===== src/rtl/mcu_pkg.sv =====
// Shared types and encodings for the multicycle control unit: FSM states,
// opcode classes and the datapath mux select codes.
package mcu_pkg;

    typedef enum logic [3:0] {
        S_FETCH,
        S_DECODE,
        S_MEMADR,
        S_MEMRD,
        S_MEMWR,
        S_MEMWB,
        S_EXECR,
        S_EXECI,
        S_ALUWB,
        S_BRANCH
    } state_t;

    localparam logic [2:0] OP_DPR = 3'b000;
    localparam logic [2:0] OP_DPI = 3'b001;
    localparam logic [2:0] OP_MEM = 3'b010;
    localparam logic [2:0] OP_BR  = 3'b011;

    localparam logic [1:0] RES_ALUOUT = 2'b00;
    localparam logic [1:0] RES_RDATA  = 2'b01;
    localparam logic [1:0] RES_ALURES = 2'b10;

    localparam logic [1:0] SRCA_REG    = 2'b00;
    localparam logic [1:0] SRCA_PC     = 2'b01;
    localparam logic [1:0] SRCA_ALUOUT = 2'b10;

    localparam logic [1:0] SRCB_REG  = 2'b00;
    localparam logic [1:0] SRCB_IMM  = 2'b01;
    localparam logic [1:0] SRCB_FOUR = 2'b10;

    localparam logic [1:0] IMM_DP  = 2'b00;
    localparam logic [1:0] IMM_MEM = 2'b01;
    localparam logic [1:0] IMM_BR  = 2'b10;

    localparam logic [1:0] ALU_ADD = 2'b00;

endpackage


===== src/rtl/mcu_lane_counter.sv =====
// Vector lane index: counts 0..LANES-1, saturating at the last lane until cleared.
module mcu_lane_counter #(
    parameter  int LANES  = 4,
    localparam int LANE_W = (LANES > 1) ? $clog2(LANES) : 1
) (
    input  logic              clk,
    input  logic              rst_n,
    input  logic              inc_i,
    input  logic              clr_i,
    output logic [LANE_W-1:0] idx_o,
    output logic              last_o
);

    logic [LANE_W-1:0] idx_q, idx_d;

    always_comb begin
        idx_d = idx_q;
        if (clr_i) begin
            idx_d = '0;
        end else if (inc_i && !last_o) begin
            idx_d = idx_q + LANE_W'(1);
        end
    end

    always_ff @(posedge clk or negedge rst_n) begin
        if (!rst_n) begin
            idx_q <= '0;
        end else begin
            idx_q <= idx_d;
        end
    end

    assign idx_o  = idx_q;
    assign last_o = (idx_q == LANE_W'(LANES - 1));

endmodule


===== src/rtl/multicycle_control_unit.sv =====
// Moore FSM sequencing fetch/decode/execute/writeback, with a lane loop for
// vector instructions, memory-stall freeze and illegal-opcode reporting.
module multicycle_control_unit
    import mcu_pkg::*;
#(
    parameter  int LANES     = 4,
    parameter  int ALUCTRL_W = 3,
    localparam int LANE_W    = (LANES > 1) ? $clog2(LANES) : 1
) (
    input  logic                 clk,
    input  logic                 rst_n,
    input  logic [2:0]           Opcode,
    input  logic                 V,
    input  logic [2:0]           Funct,
    input  logic [3:0]           Rd,
    input  logic                 Stall,
    output logic                 PCWrite,
    output logic                 AdrSrc,
    output logic                 MemW,
    output logic                 IRWrite,
    output logic                 RegW,
    output logic [1:0]           ResultSrc,
    output logic [1:0]           ALUSrcA,
    output logic [1:0]           ALUSrcB,
    output logic [1:0]           ImmSrc,
    output logic [ALUCTRL_W-1:0] ALUControl,
    output logic [1:0]           FlagW,
    output logic [LANE_W-1:0]    LaneIdx,
    output logic                 Fault
);

    state_t state_q, state_d;
    logic   laneInc, laneClr, laneLast;
    logic   pcsHit;

    mcu_lane_counter #(.LANES(LANES)) u_lane (
        .clk    (clk),
        .rst_n  (rst_n),
        .inc_i  (laneInc),
        .clr_i  (laneClr),
        .idx_o  (LaneIdx),
        .last_o (laneLast)
    );

    assign pcsHit = (Rd == 4'd15);

    always_ff @(posedge clk or negedge rst_n) begin
        if (!rst_n) begin
            state_q <= S_FETCH;
        end else begin
            state_q <= state_d;
        end
    end

    always_comb begin
        state_d = state_q;
        laneInc = 1'b0;
        laneClr = 1'b0;
        unique case (state_q)
            S_FETCH:  state_d = S_DECODE;
            S_DECODE: begin
                case (Opcode)
                    OP_MEM:  state_d = S_MEMADR;
                    OP_DPR:  state_d = S_EXECR;
                    OP_DPI:  state_d = S_EXECI;
                    OP_BR:   state_d = S_BRANCH;
                    default: state_d = S_FETCH;
                endcase
            end
            S_MEMADR: state_d = Funct[0] ? S_MEMRD : S_MEMWR;
            S_MEMRD:  state_d = S_MEMWB;
            // Writeback states close one lane; vectors loop back for the next lane.
            S_MEMWB, S_MEMWR, S_ALUWB: begin
                if (V && !laneLast) begin
                    laneInc = 1'b1;
                    if (Opcode == OP_MEM) begin
                        state_d = S_MEMADR;
                    end else if (Opcode == OP_DPR) begin
                        state_d = S_EXECR;
                    end else begin
                        state_d = S_EXECI;
                    end
                end else begin
                    laneClr = 1'b1;
                    state_d = S_FETCH;
                end
            end
            S_EXECR, S_EXECI: state_d = S_ALUWB;
            S_BRANCH: state_d = S_FETCH;
            default:  state_d = S_FETCH;
        endcase
        if (Stall) begin
            state_d = state_q;
            laneInc = 1'b0;
            laneClr = 1'b0;
        end
    end

    always_comb begin
        PCWrite    = 1'b0;
        AdrSrc     = 1'b0;
        MemW       = 1'b0;
        IRWrite    = 1'b0;
        RegW       = 1'b0;
        ResultSrc  = RES_ALUOUT;
        ALUSrcA    = SRCA_REG;
        ALUSrcB    = SRCB_REG;
        ImmSrc     = IMM_DP;
        ALUControl = ALUCTRL_W'(ALU_ADD);
        FlagW      = 2'b00;
        Fault      = 1'b0;
        unique case (state_q)
            S_FETCH: begin
                IRWrite   = 1'b1;
                PCWrite   = 1'b1;
                ALUSrcA   = SRCA_PC;
                ALUSrcB   = SRCB_FOUR;
                ResultSrc = RES_ALURES;
            end
            S_DECODE: begin
                ALUSrcA   = SRCA_PC;
                ALUSrcB   = SRCB_FOUR;
                ResultSrc = RES_ALURES;
                Fault     = Opcode[2];
            end
            S_MEMADR: begin
                ALUSrcB = SRCB_IMM;
                ImmSrc  = IMM_MEM;
            end
            S_MEMRD: AdrSrc = 1'b1;
            S_MEMWR: begin
                AdrSrc = 1'b1;
                MemW   = 1'b1;
            end
            S_MEMWB: begin
                ResultSrc = RES_RDATA;
                RegW      = 1'b1;
                PCWrite   = pcsHit && !V;
                Fault     = pcsHit && V;
            end
            S_EXECR: ALUControl = ALUCTRL_W'(Funct[2:1]);
            S_EXECI: begin
                ALUSrcB    = SRCB_IMM;
                ALUControl = ALUCTRL_W'(Funct[2:1]);
            end
            // Flags are architectural state, so only lane 0 may update them.
            S_ALUWB: begin
                RegW    = 1'b1;
                PCWrite = pcsHit && !V;
                Fault   = pcsHit && V;
                if (Funct[0] && (LaneIdx == '0)) begin
                    FlagW = Funct[2] ? 2'b10 : 2'b11;
                end
            end
            S_BRANCH: begin
                ALUSrcA   = SRCA_ALUOUT;
                ALUSrcB   = SRCB_IMM;
                ImmSrc    = IMM_BR;
                ResultSrc = RES_ALURES;
                PCWrite   = 1'b1;
            end
            default: ;
        endcase
        if (Stall || !rst_n) begin
            PCWrite = 1'b0;
            IRWrite = 1'b0;
            MemW    = 1'b0;
            RegW    = 1'b0;
            FlagW   = 2'b00;
            Fault   = 1'b0;
        end
    end

endmodule


===== config.mk =====
export PLATFORM = sky130hd
export DESIGN_NAME = multicycle_control_unit
export DESIGN_NICKNAME = d
export VERILOG_FILES = /design/src/rtl/mcu_pkg.sv /design/src/rtl/mcu_lane_counter.sv /design/src/rtl/multicycle_control_unit.sv
export SDC_FILE = /design/constraint.sdc
export NUM_CORES = 1
export LEC_CHECK = 0
export ABC_AREA = 1
export CAP_MARGIN = 5
export CORE_MARGIN = 1.5
export CORE_UTILIZATION = 36
export CTS_BUF_LIST = sky130_fd_sc_hd__clkbuf_8
export DETAILED_ROUTE_END_ITERATION = 10
export PLACE_DENSITY = 0.77
export SYNTH_ARGS = -nofsm -noshare
export SYNTH_HDL_FRONTEND = slang
export SYNTH_HIERARCHICAL = 1
export SYNTH_SLANG_ARGS = --single-unit

===== constraint.sdc =====
create_clock -name clk -period 1.47 [get_ports clk]
set_clock_uncertainty 0.2 [all_clocks]
set_input_delay 0.294 -clock clk [delete_from_list [all_inputs] [get_ports clk]]
set_output_delay 0.294 -clock clk [all_outputs]
set_load 0.1 [all_outputs]

==> results of run 1 <==
==> stage by stage <==
stage             TNS, ps  hold WS [ps]
global placement    -7040           427
floorplan           -9810          -202
==> cells in the mapped netlist <==
library cell   n  area [um2]
o21ai_1        2        10.0
o21ai_0        1        5.00
nand2_1       30         113
nand3_2        1        10.0
nand4_1        3        18.8
nor3_1         2        10.0
nand2_2        2        12.5
nor2_2         3        18.8
inv_2          3        11.3
nand3_1       10        50.1
a21oi_2        1        8.76
nor2_1        15        56.3
dfrtp_1        6         150
ha_1           1        12.5
buf_4          2        15.0
nor4_1         1        6.26
o31ai_1        2        15.0
inv_1         17        63.8
nand3b_1       1        7.51
buf_6          1        11.3
o211ai_1       2        15.0
conb_1         1        3.75
a21oi_1        3        15.0
nor2_4         2        22.5
==> cell families after synthesis <==
family | Yosys count
and+or+nand+nor | 70
buffers and inverters | 23
AOI/OAI and AO/OA | 11
DFF | 6
adders and majority gates | 1
other | 1
==> impl_metrics.json, run 1 <==
{
  "portBuffers": 33,
  "die_w_um": 45.9,
  "ys_ff_latch": 6,
  "synthMuxAreaShare_pct": 0,
  "syn-num-nets": 127,
  "yosys.area_share.adder_pct": 1.89,
  "yosys_warnings": 6,
  "status": "aborted with a tool error",
  "place_hpwl_um": 3200,
  "die_h_um": 45.9,
  "synth-simple-area-share_pct": 49.1,
  "synth_top_family_by_area": "simple AND/OR/NAND/NOR gates",
  "postSynthCellCount": 112,
  "synthXorXnorAreaFrac_pct": 0,
  "synth_seq_area_share_pct": 22.7,
  "synth_cell_types": 24,
  "synth_area_per_cell_um2": 5.91,
  "stop_stage": "3_5_place_dp",
  "place.gp.congestion": 0.850,
  "synth-compound-area-share_pct": 10.4,
  "syn-cell-area_um2": 662,
  "firstError": "[ERROR DPL-0033] detailed placement checks failed during check placement.",
  "rows": 15,
  "initial_core_util_pct": 38.3,
  "pin_count": 35
}
==> run 2: changes to the inputs <==
CORE_AREA = 2 2 63 65   (was unset)
CORE_MARGIN = unset   (was 1.5)
CORE_UTILIZATION = unset   (was 36)
CTS_BUF_LIST = unset   (was sky130_fd_sc_hd__clkbuf_8)
DIE_AREA = 0 0 65 67   (was unset)
PLACE_DENSITY = unset   (was 0.77)
PLACE_DENSITY_LB_ADDON = 0.15   (was unset)
clock period = 1.9 ns   (was 1.47 ns; I/O delays follow)
==> run 2 against run 1 <==
- the flow now finishes, with violations (negative setup slack)
- synthesized area stayed put
- synthesized cell count is the same
==> impl_metrics.json, run 2 <==
{
  "status": "finished, violations left",
  "violations": "negative setup slack",
  "synth_area_leaders": "dfrtp_1, nand2_1, inv_1, nor2_1, nand3_1",
  "power_density_nw_per_um2": 1600,
  "largest_reg_flops": 4,
  "maxSlewViolCount": 0,
  "ant_nets": 0,
  "cts_htree_levels": 1,
  "rsz0062_at_grt": "yes",
  "min_period_ps": 2080,
  "synth_edf_count": 0,
  "finalSetupViolations": 15,
  "synth_common_cells": "nand2_1, inv_1, nor2_1, nand3_1, dfrtp_1",
  "layout_commonest_cell": "buf_4",
  "die_w_um": 65,
  "grt_pass1_vias": 961,
  "fmax_mhz": 481,
  "required_ps": 1320,
  "cp_max_fo": 4,
  "leakage_nw": 0.895,
  "finalInstanceArea_um2": 1940,
  "hp-class": "input pin to async pin",
  "cp-start-kind": "flip-flop",
  "reg2regPathDepth": 12,
  "crit_type": "flip-flop to output port",
  "wire_per_inst_um": 10.0,
  "clock_path_buffers": 2,
  "critPathArrivalTime_ps": 1500,
  "syn_to_final_growth_pct": 194,
  "grt_max_degree": 7,
  "reg2reg_setup_slack_ps": -10,
  "synth_seq_area_share_pct": 22.7,
  "syn-cell-area_um2": 662,
  "yosys_most_used_dff": "dfrtp_1",
  "root_buffer": "clkbuf_8",
  "cts_tree": "built",
  "hold_viol": 0,
  "place_hpwl_um": 1970,
  "syn-num-nets": 127,
  "ctsHoldBuffers": 0,
  "layout.nets": 211,
  "maxCapViolCount": 0,
  "pin_count": 35,
  "irDropWorstVdd_uv": 1140,
  "postSynthCellCount": 112,
  "yosys_warnings": 6,
  "clkSinkCount": 6,
  "grt_remaining_overflow": 0,
  "synth_area_per_cell_um2": 5.91,
  "async_flop_share_pct": 100,
  "drt_wl_total_um": 2430,
  "crit_start": "state_q[0]$_DFFE_PN0N_",
  "die_h_um": 67,
  "floorplan.die_area_um2": 4360,
  "rows": 22,
  "final_core_util_pct": 53.9,
  "place.gp.congestion": 0.733,
  "place_area_um2": 1660,
  "dr_total_vias": 971,
  "grt_pass1_wl_um": 4170,
  "drc": 0,
  "vias_per_cell": 4.01,
  "antenna_found_initial": 0,
  "cts_inserted_buffers": 3,
  "initial_core_util_pct": 18.4,
  "synth_cell_types": 24,
  "clkTransAtPathRegs_ps": 40,
  "reg2reg_from": "state_q[0]$_DFFE_PN0N_",
  "antenna_cells": 0,
  "ys_ff_latch": 6,
  "setup_slack_ps": -180,
  "drive_gt1_share_pct": 61.9,
  "first_iter_violations": 25,
  "nFillCells": 354,
  "fin_crit_sh_pct": 109,
  "largest_register": "state_q",
  "portBuffers": 33,
  "grtUsageTotal_pct": 12.1,
  "timing.rr.end": "u_lane/idx_o[1]$_DFFE_PN0P_",
  "yosys.cell_count.top_type": "nand2_1",
  "first_pass_iters": 2,
  "fp.coreArea_um2": 3610,
  "cp-end-kind": "output port",
  "final_cell_mix": "buf_4, nand2_1, buf_12",
  "synth_top_area_cell": "dfrtp_1",
  "clock_latency_ps": 220,
  "synth_top_cell_area_share_pct": 22.7
}
[run 2: cell families after synthesis]
family / Yosys count / synth area share, %
buffers and inverters: 23 / 15.3
adder cells (fa/ha/maj): 1 / 1.89
AND/OR/NAND/NOR: 70 / 49.2
other: 1 / 0.567
AO/OA/AOI/OAI: 11 / 10.4
flip-flops: 6 / 22.7
[run 2: through the flow]
step,TNS [ps],instances,hold WS [ps],worst slack (ps),total power [mW]
after CTS,-1860,235,135,-193,3.00
after global routing,-3080,242,156,-263,3.28
after floorplan,-3430,112,-116,-652,1.79
after global placement,-1970,219,431,-374,2.59
final,-1720,242,152,-180,3.11
after detailed placement,-2020,219,450,-388,2.60
[run 2: area by class of cell]
| class | count | area, um2 | area share, % |
|---|---|---|---|
| repair buffers | 82 | 940 | 48.3 |
| multi-input cells | 83 | 658 | 33.8 |
| flip-flops and latches | 6 | 161 | 8.30 |
| inverters | 20 | 83.8 | 4.31 |
| well taps | 48 | 60.1 | 3.09 |
| clock buffers | 3 | 41.3 | 2.12 |
[run 2: metal layers]
layer	part of all wire (%)	global-route usage, %	vias to the layer above	routed length [um]
met5	0	0	-	0
met3	5.2	2.20	0	127
li1	-	-	518	-
met1	40	13.7	430	964
met2	55	23.6	23	1340
met4	0	2.39	0	0
[run 2: worst max-delay path by stage]
stage | cells after the start | to | slack [ps]
final | 7 | PCWrite | -180
after global routing | 6 | Fault | -260
after CTS | 7 | Fault | -190
after detailed placement | 7 | PCWrite | -390
after global placement | 7 | PCWrite | -370
after floorplan | 3 | FlagW[0] | -650
[run 2: worst max-delay path: stages, from the launching register on]
cell and delay, ps:
dfrtp_2 430, inv_2 90, nor2_4 40, nand3_2 100, clkinvlp_4 170, a21oi_4 220
nand2_8 60, buf_12 160
[run 2: power by group]
group          leakage [nW]  internal [mW]  switching (mW)
clock network        0.0216          0.136          0.0497
registers            0.0709          0.193          0.0686
logic                 0.803           1.11            1.56
total                 0.895           1.44            1.67
[run 2: repair_timing]
action | 4_1_cts | 5_1_grt
pin swaps | 12 | 16
endpoints found under the setup margin | 15 | 20
resized for setup | 21 | 12
setup buffers | 13 | 8
No activity file was read; power rests on OpenSTA's default activity.
==> run 3: changes to the inputs <==
CELL_PAD_IN_SITES_DETAIL_PLACEMENT = 1   (was unset)
CELL_PAD_IN_SITES_GLOBAL_PLACEMENT = 2   (was unset)
CORE_AREA = unset   (was 2 2 63 65)
CORE_MARGIN = 1.5   (was unset)
CORE_UTILIZATION = 18   (was unset)
DIE_AREA = unset   (was 0 0 65 67)
GPL_ROUTABILITY_DRIVEN = 0   (was unset)
clock period = 2.3 ns   (was 1.9 ns; I/O delays follow)
==> run 3 against run 2 <==
- the run now ends clean
- combinational power is 36% lower
- global-route usage grew 0.46 points
- worst hold slack got worse by 6.8 ps
- largest cell class unchanged
- critical path type unchanged
==> impl_metrics.json, run 3 (synthesis results as in run 2) <==
{
  "pre_cts_ws_ps": -98.1,
  "min_period_ps": 2270,
  "dr_total_vias": 877,
  "hold_viol": 0,
  "grtUsageTotal_pct": 12.6,
  "wire_per_inst_um": 11.8,
  "clock_path_buffers": 2,
  "die_w_um": 63.6,
  "setup_slack_ps": 32.7,
  "drc": 0,
  "cp_max_fo": 4,
  "hp-class": "input pin to async pin",
  "crit_type": "flip-flop to output port",
  "fmax_mhz": 441,
  "layout_commonest_cell": "nand2_1",
  "irDropWorstVdd_uv": 703,
  "dp_cells": 199,
  "stdcell_count": 208,
  "fin_crit_sh_pct": 98.6,
  "grt_remaining_overflow": 0,
  "floorplan.die_area_um2": 4050,
  "fp.coreArea_um2": 3440,
  "cp-start-kind": "flip-flop",
  "path_cells": "inv_1 > nand3_4 > a21oi_4 > nand3b_1 > nand2_4 > buf_12",
  "maxSlewViolCount": 0,
  "finalSetupViolations": 0,
  "pin_count": 35,
  "clock_latency_ps": 220,
  "die_h_um": 63.6,
  "leakage_nw": 0.688,
  "portBuffers": 33,
  "drive_gt1_share_pct": 47.5,
  "antenna_found_initial": 0,
  "first_pass_iters": 4,
  "cts_htree_levels": 1,
  "initial_core_util_pct": 19.2,
  "ctsHoldBuffers": 0,
  "cp_slowest_stage_delay_ps": 430,
  "reg2reg_from": "u_lane/idx_o[0]$_DFFE_PN0P_",
  "layout.nets": 178,
  "critPathArrivalTime_ps": 1610,
  "largest_register": "state_q",
  "clkSinkCount": 6,
  "syn_to_final_growth_pct": 129,
  "timing.rr.end": "u_lane/idx_o[0]$_DFFE_PN0P_",
  "cts_inserted_buffers": 3,
  "ant_nets": 0,
  "required_ps": 1640,
  "grt_max_degree": 8,
  "clkTransAtPathRegs_ps": 40,
  "cp_slowest_cell": "dfrtp_2",
  "final_cell_mix": "nand2_1, buf_12, buf_4",
  "first_iter_violations": 5,
  "cts_tree": "built",
  "cp-end-kind": "output port",
  "status": "complete, no violations",
  "rows": 21,
  "drt_wl_total_um": 2460,
  "maxCapViolCount": 0,
  "root_buffer": "clkbuf_8",
  "reg2regPathDepth": 9,
  "rsz0062_at_grt": "yes",
  "reg2reg_setup_slack_ps": 550,
  "vias_per_cell": 4.22,
  "largest_reg_flops": 4,
  "antenna_cells": 0,
  "power_density_nw_per_um2": 1390,
  "grt_pass1_vias": 903,
  "place_hpwl_um": 2120,
  "grt_pass1_wl_um": 4080
}
[run 3: repair_timing]
action,in CTS,in global routing
setup endpoints to repair,7,4
pin swaps,1,1
cloned,0,0
gates resized for setup,11,3
setup buffers,2,3
[run 3: stage by stage]
stage                     setup TNS [ps]  power (mW)  utilization [%]  hold WS [ps]  cell area [um2]
after detailed placement            -282        1.88             40.6           393             1400
final                                  0        2.10             44.0           146             1510
after CTS                              0        2.08             43.1           154             1480
after global routing               -48.6        2.21             44.0           161             1510
after floorplan                    -2420        1.34                -         -35.6              779
after global placement              -165        1.86             40.6           377             1400
[run 3: critical path: cells and delay by family, from the launching register on]
kind                   cells  cell delay (ps)
AND/OR/NAND/NOR            3              400
flip-flops                 1              430
AO/OA/AOI/OAI              1              180
buffers and inverters      2              370
[run 3: layer usage]
metal  up-vias  share of wire [%]  wire length, um  track usage (%)
li1        456                  -                -                -
met1       405                 42             1020             14.5
met2        16                 56             1380             23.9
met3         0                2.2               55             1.96
met4         0                  0                0             3.26
met5         -                  0                0                0
[run 3: area by class of cell]
type | instances | area (um2)
clock buffer | 4 | 45.0
fill | 419 | 1930
inverter | 20 | 81.3
multi-input combinational | 83 | 544
sequential | 6 | 163
tap | 46 | 57.6
timing repair buffer | 49 | 623
[run 3: worst max-delay path by stage]
stage,start,endpoint,slack [ps],depth (start not counted)
after floorplan,state_q[3]$_DFFE_PN0N_,AdrSrc,-410,3
after global placement,Stall,PCWrite,-60,7
after detailed placement,rst_n,Fault,-100,6
after CTS,state_q[2]$_DFFE_PN0N_,ALUSrcB[0],8,6
after global routing,state_q[2]$_DFFE_PN0N_,Fault,-40,6
final,state_q[2]$_DFFE_PN0N_,Fault,30,6
[run 3: power by group]
group | switching (mW) | internal [mW]
clock network | 0.0417 | 0.119
registers | 0.0885 | 0.161
logic | 1.13 | 0.564
total | 1.26 | 0.844
==> run 4: changes to the inputs <==
GPL_TIMING_DRIVEN = 0   (was unset)
==> run 4 against run 3 <==
- core utilization shrank 7.6 points
- final cell count shrank 5.8%
- global-route usage up 0.11 points
- combinational power down 17%
- largest power group unchanged
- first-iteration DRC count is 100% higher
- register-to-register slack worse by 20 ps
- fmax fell by 0.23%
- total power is 13% lower
==> impl_metrics.json, run 4 (synthesis results as in run 2) <==
{
  "status": "complete, no violations",
  "pre_cts_ws_ps": -1340,
  "holdPathStages": 2,
  "slew_headroom_pct": 36.2,
  "pin_count": 35,
  "grt_pass1_vias": 908,
  "cp-end-kind": "output port",
  "p_clk_share_pct": 9.3,
  "maxSlewViolCount": 0,
  "antenna_cells": 0,
  "required_ps": 1640,
  "vias_per_cell": 4.33,
  "hold_viol": 0,
  "min_period_ps": 2270,
  "seq_area_um2": 161,
  "critPathArrivalTime_ps": 1610,
  "fmax_mhz": 440,
  "drt_wl_total_um": 2400,
  "die_w_um": 63.6,
  "cts_inserted_buffers": 3,
  "syn_to_final_growth_pct": 89.0,
  "multi_input_area_um2": 557,
  "final_core_util_pct": 36.4,
  "dr_total_vias": 848,
  "reg2regPathDepth": 9,
  "cp_slowest_stage_delay_ps": 500,
  "cp_max_fo": 7,
  "drive_gt1_share_pct": 42.0,
  "irDropWorstVdd_uv": 527,
  "worst_pin_slew_ps": 961,
  "worst_hold_slack_ps": 359,
  "setup_slack_ps": 27.4,
  "grtUsageTotal_pct": 12.7,
  "cp-start-kind": "flip-flop",
  "highest_layer": "met4",
  "finalInstanceArea_um2": 1250,
  "hold-path-endpoint": "state_q[2]$_DFFE_PN0N_",
  "root_buffer": "clkbuf_8",
  "maxCapViolCount": 0,
  "first_iter_violations": 10,
  "wire_per_inst_um": 12.2,
  "pwr-share-seq_pct": 13.2,
  "rows": 21,
  "grt_max_degree": 11,
  "crit_start": "state_q[0]$_DFFE_PN0N_",
  "hp-start": "state_q[2]$_DFFE_PN0N_",
  "fp.coreArea_um2": 3440,
  "leakage_nw": 0.579,
  "clock_latency_ps": 230,
  "portBuffers": 33,
  "final_cell_mix": "nand2_1, inv_1, clkdlybuf4s50_1",
  "grt_remaining_overflow": 0,
  "finalSetupViolations": 0,
  "largest_reg_flops": 4,
  "antenna_found_initial": 0,
  "drc": 0,
  "swShare_pct": 66.8,
  "combPwrFrac_pct": 77.5,
  "cp_slowest_cell": "dfrtp_2",
  "die_h_um": 63.6,
  "cts_tree": "built",
  "layout_commonest_cell": "nand2_1",
  "crit_type": "flip-flop to output port",
  "tns_ps": 0,
  "nFillCells": 428,
  "fin_crit_sh_pct": 98.8,
  "timing.rr.end": "u_lane/idx_o[0]$_DFFE_PN0P_",
  "dr_wl_met3_um": 77,
  "p_int_mw": 0.606,
  "first_pass_iters": 3,
  "met2_length_um": 1260,
  "clkSinkCount": 6,
  "floorplan.die_area_um2": 4050,
  "clkTransAtPathRegs_ps": 30,
  "place_hpwl_um": 1970,
  "ant_nets": 0,
  "reg2reg_setup_slack_ps": 530,
  "clock_path_buffers": 2,
  "place_area_um2": 1170,
  "reg2reg_from": "u_lane/idx_o[0]$_DFFE_PN0P_",
  "path_cells": "inv_4 > nor2_4 > nand2_2 > a21oi_4 > nand3b_1 > nand2_4 > buf_12",
  "hp-class": "flip-flop to flip-flop",
  "grt_pass1_wl_um": 4080,
  "rsz0062_at_grt": "yes",
  "met1_length_um": 1040,
  "cts_htree_levels": 1,
  "power_density_nw_per_um2": 1460,
  "p_switching_mw": 1.22,
  "largest_register": "state_q",
  "layout.nets": 166,
  "initial_core_util_pct": 19.2
}
[run 4: worst max-delay path by stage]
stage / end / slack, ps / depth (start not counted)
floorplan: AdrSrc / -410 / 3
global placement: Fault / -1330 / 7
detailed placement: Fault / -1340 / 7
CTS: Fault / -60 / 7
global route: Fault / -50 / 7
finish: Fault / 30 / 7
[run 4: cell type report]
type | count | share of cell area (%)
clock buffers | 4 | 3.60
well taps | 46 | 4.60
multi-input cells | 83 | 44.5
inverters | 20 | 7.00
flip-flops and latches | 6 | 12.9
repair buffers | 34 | 25.3
plain buffers | 3 | 2.10
[run 4: timing repair]
action	CTS	global route
endpoints found under the hold margin	6	0
hold buffers	1	0
buffers inserted	0	0
pin swaps	1	0
gates resized for setup	118	17
setup endpoints to repair	20	13
[run 4: metal layers]
| layer | up-vias | GRT usage, % |
|---|---|---|
| met1 | 397 | 14.5 |
| met4 | 0 | 4.89 |
| met5 | - | 0 |
| met3 | 2 | 2.14 |
| met2 | 18 | 23.3 |
| li1 | 431 | - |
[run 4: power groups by stage]
| stage | registers [mW] | clock network [mW] | logic, mW |
|---|---|---|---|
| floorplan | 0.321 | 0 | 1.02 |
| global placement | 0.225 | 0 | 1.41 |
| detailed placement | 0.226 | 0 | 1.42 |
| CTS | 0.231 | 0.174 | 1.38 |
| global route | 0.250 | 0.180 | 1.49 |
| finish | 0.241 | 0.169 | 1.41 |
[run 4: critical path, delay by kind of cell (launching register included)]
kind,cells,cell delay [ps]
DFF,1,500
and+or+nand+nor,4,460
buffers and inverters,2,260
AOI/OAI and AO/OA,1,170
[run 4: per-stage QoR]
| stage | cells | power, mW |
|---|---|---|
| after detailed placement | 191 | 1.64 |
| after global placement | 191 | 1.64 |
| final | 196 | 1.82 |
| after CTS | 196 | 1.78 |
| after global routing | 196 | 1.92 |
| after floorplan | 112 | 1.34 |
==> variant (settings of run 3) <==
`LANES` is set to 4 in 2 places; all go to 2.
--- a/src/rtl/mcu_lane_counter.sv
+++ b/src/rtl/mcu_lane_counter.sv
@@ -1,6 +1,6 @@
 // Vector lane index: counts 0..LANES-1, saturating at the last lane until cleared.
 module mcu_lane_counter #(
-    parameter  int LANES  = 4,
+    parameter  int LANES  = 2,
     localparam int LANE_W = (LANES > 1) ? $clog2(LANES) : 1
 ) (
     input  logic              clk,
--- a/src/rtl/multicycle_control_unit.sv
+++ b/src/rtl/multicycle_control_unit.sv
@@ -3,7 +3,7 @@
 module multicycle_control_unit
     import mcu_pkg::*;
 #(
-    parameter  int LANES     = 4,
+    parameter  int LANES     = 2,
     parameter  int ALUCTRL_W = 3,
     localparam int LANE_W    = (LANES > 1) ? $clog2(LANES) : 1
 ) (
Interface: changed (resized LaneIdx); port bits go from 35 to 34. No check against the original RTL was run, so the function may have changed too.
==> variant against run 3 <==
Final area shrank 3.6%. Power grew 5.9%. Hold slack gained 0.045 ns. Sequential cell count shrank 1. Largest cell class unchanged. Routed wire length shrank 8.8%. Worst setup slack gained 0.0043 ns. Final cell count shrank 3.8%. Area after synthesis shrank 9.3%.
==> variant: results (changes against run 3) <==
| Metric | Value |
|---|---|
| Post-CTS Setup Bufs | `0 (-2)` |
| DRT Pass-1 Iters | `4 (unchanged)` |
| Critical Path End | `FlagW[0]` |
| PortBufs | `32 (-3.0%)` |
| Filler instances | `399 (-4.8%)` |
| First-pass GRT wire length | `3730 µm (-8.6%)` |
| Crit path max fanout | `2 (-2)` |
| Sequential fraction of the synthesis area | `20.8% (-1.9 points)` |
| Post-DP HPWL | `1980 µm (-6.2%)` |
| RR Endpoint | `state_q[0]$_DFFE_PN0N_` |
| N_diodes | `0 (unchanged)` |
| Max cap viols | `0 (unchanged)` |
| Synth Flop Type | `dfrtp_1` |
| Critical path launch point type | `input pin` |
| Critical R2R Launch | `state_q[1]$_DFFE_PN0N_` |
| Synth unique cells | `23 (-4.2%)` |
| XOR/XNOR Fraction of Synth Area | `0% (unchanged)` |
| Initial antenna violation count | `0 (unchanged)` |
| CTS Buf Count | `3 (unchanged)` |
| Final WL | `2240 µm (-8.8%)` |
| Critical Path Source | `Funct[0]` |
| Reg2reg path depth | `9 (unchanged)` |
| Vias in the first global route | `815 (-9.7%)` |
| Max reg flops | `4 (unchanged)` |
| Initial DRC count | `8 (+3)` |
| Maximum clock insertion buffer count | `2 (unchanged)` |
| Outcome | `finished clean` |
| Largest net degree at the start of global routing | `9 (+1)` |
| Post-Synth Adder-Cell Area | `0% (-1.9 points)` |
| Syn Nets | `121 (-4.7%)` |
| Mux share of post-synthesis cell area | `0% (unchanged)` |
| R2R Setup Slk | `0.64 ns (+0.09 ns)` |
| Pint | `861 µW (+2.1%)` |
| Biggest register | `state_q` |
| Synth warn | `6 (unchanged)` |
| Fin nets | `171 (-3.9%)` |
| Synth Area in Compound Gates | `7.71% (-2.7 points)` |
| Tot GR Track Use | `13.4% (+0.78 points)` |
| Most frequent cells after synthesis | `nand2_1 (30), nor2_1 (22), inv_1 (16)` |
| Clock Tree Root | `clkbuf_4` |
| Worst-Skew Late Latency | `0.24 ns (+0.02 ns)` |
| LEAKAGE | `0.000679 µW (-1.3%)` |
| Vias/cell | `4.21 (-0.15%)` |
| Synth area leaders | `dfrtp_1 (21%), nand2_1 (19%), nor2_1 (14%)` |
| Post-CTS Resized | `7 (-4)` |
| Share of layout cells above drive strength 1 | `50.6% (+3.1 points)` |
| Max rail drop VDD | `0.000611 V (-13%)` |
-- variant: worst max-delay path, stage by stage --
cell             delay, ns
clkdlybuf4s50_1       0.50
nand2_2               0.10
nor4_4                0.33
buf_12                0.21
-- variant: worst min-delay path by stage --
stage / endpoint / slack [ns] / cells past startpoint
after floorplan: state_q[0]$_DFFE_PN0N_ / -0.04 / 0
after global placement: state_q[0]$_DFFE_PN0N_ / 0.37 / 2
after detailed placement: state_q[0]$_DFFE_PN0N_ / 0.38 / 2
after CTS: state_q[3]$_DFFE_PN0N_ / 0.19 / 2
after global routing: state_q[3]$_DFFE_PN0N_ / 0.21 / 2
final: state_q[3]$_DFFE_PN0N_ / 0.19 / 2
-- variant: metrics by stage --
step	instances	setup TNS [ns]	hold WS [ns]	worst slack [ns]	cell area, µm²
finish	200	0	0.190	0.0370	1460
global route	200	-0.000194	0.210	-0.000194	1460
global placement	191	-0.452	0.372	-0.107	1350
detailed placement	191	-0.526	0.375	-0.128	1350
CTS	195	0	0.187	0.00150	1390
floorplan	107	-3.45	-0.0356	-0.784	737
-- variant: cell type report --
class,instances,area share [%]
timing repair buffer,49,43.5
multi-input combinational,79,36.8
sequential,5,9.17
inverter,19,4.88
tap,44,3.77
clock buffer,4,1.80
-- variant: metal layers --
metal	wire [µm]	global-route usage (%)	vias to the layer above
met5	0	0	-
met4	0	0.932	0
met3	80	2.56	0
met2	1220	25.0	20
met1	941	16.5	399
li1	-	-	423
-- variant: power groups by stage --
stage / sequential [µW] / combinational [µW] / clock, µW
3_5_place_dp: 189 / 1820 / 0
6_report: 204 / 1920 / 101
2_1_floorplan: 232 / 1190 / 0
4_1_cts: 194 / 1830 / 106
5_1_grt: 212 / 2020 / 113
3_3_place_gp: 186 / 1810 / 0
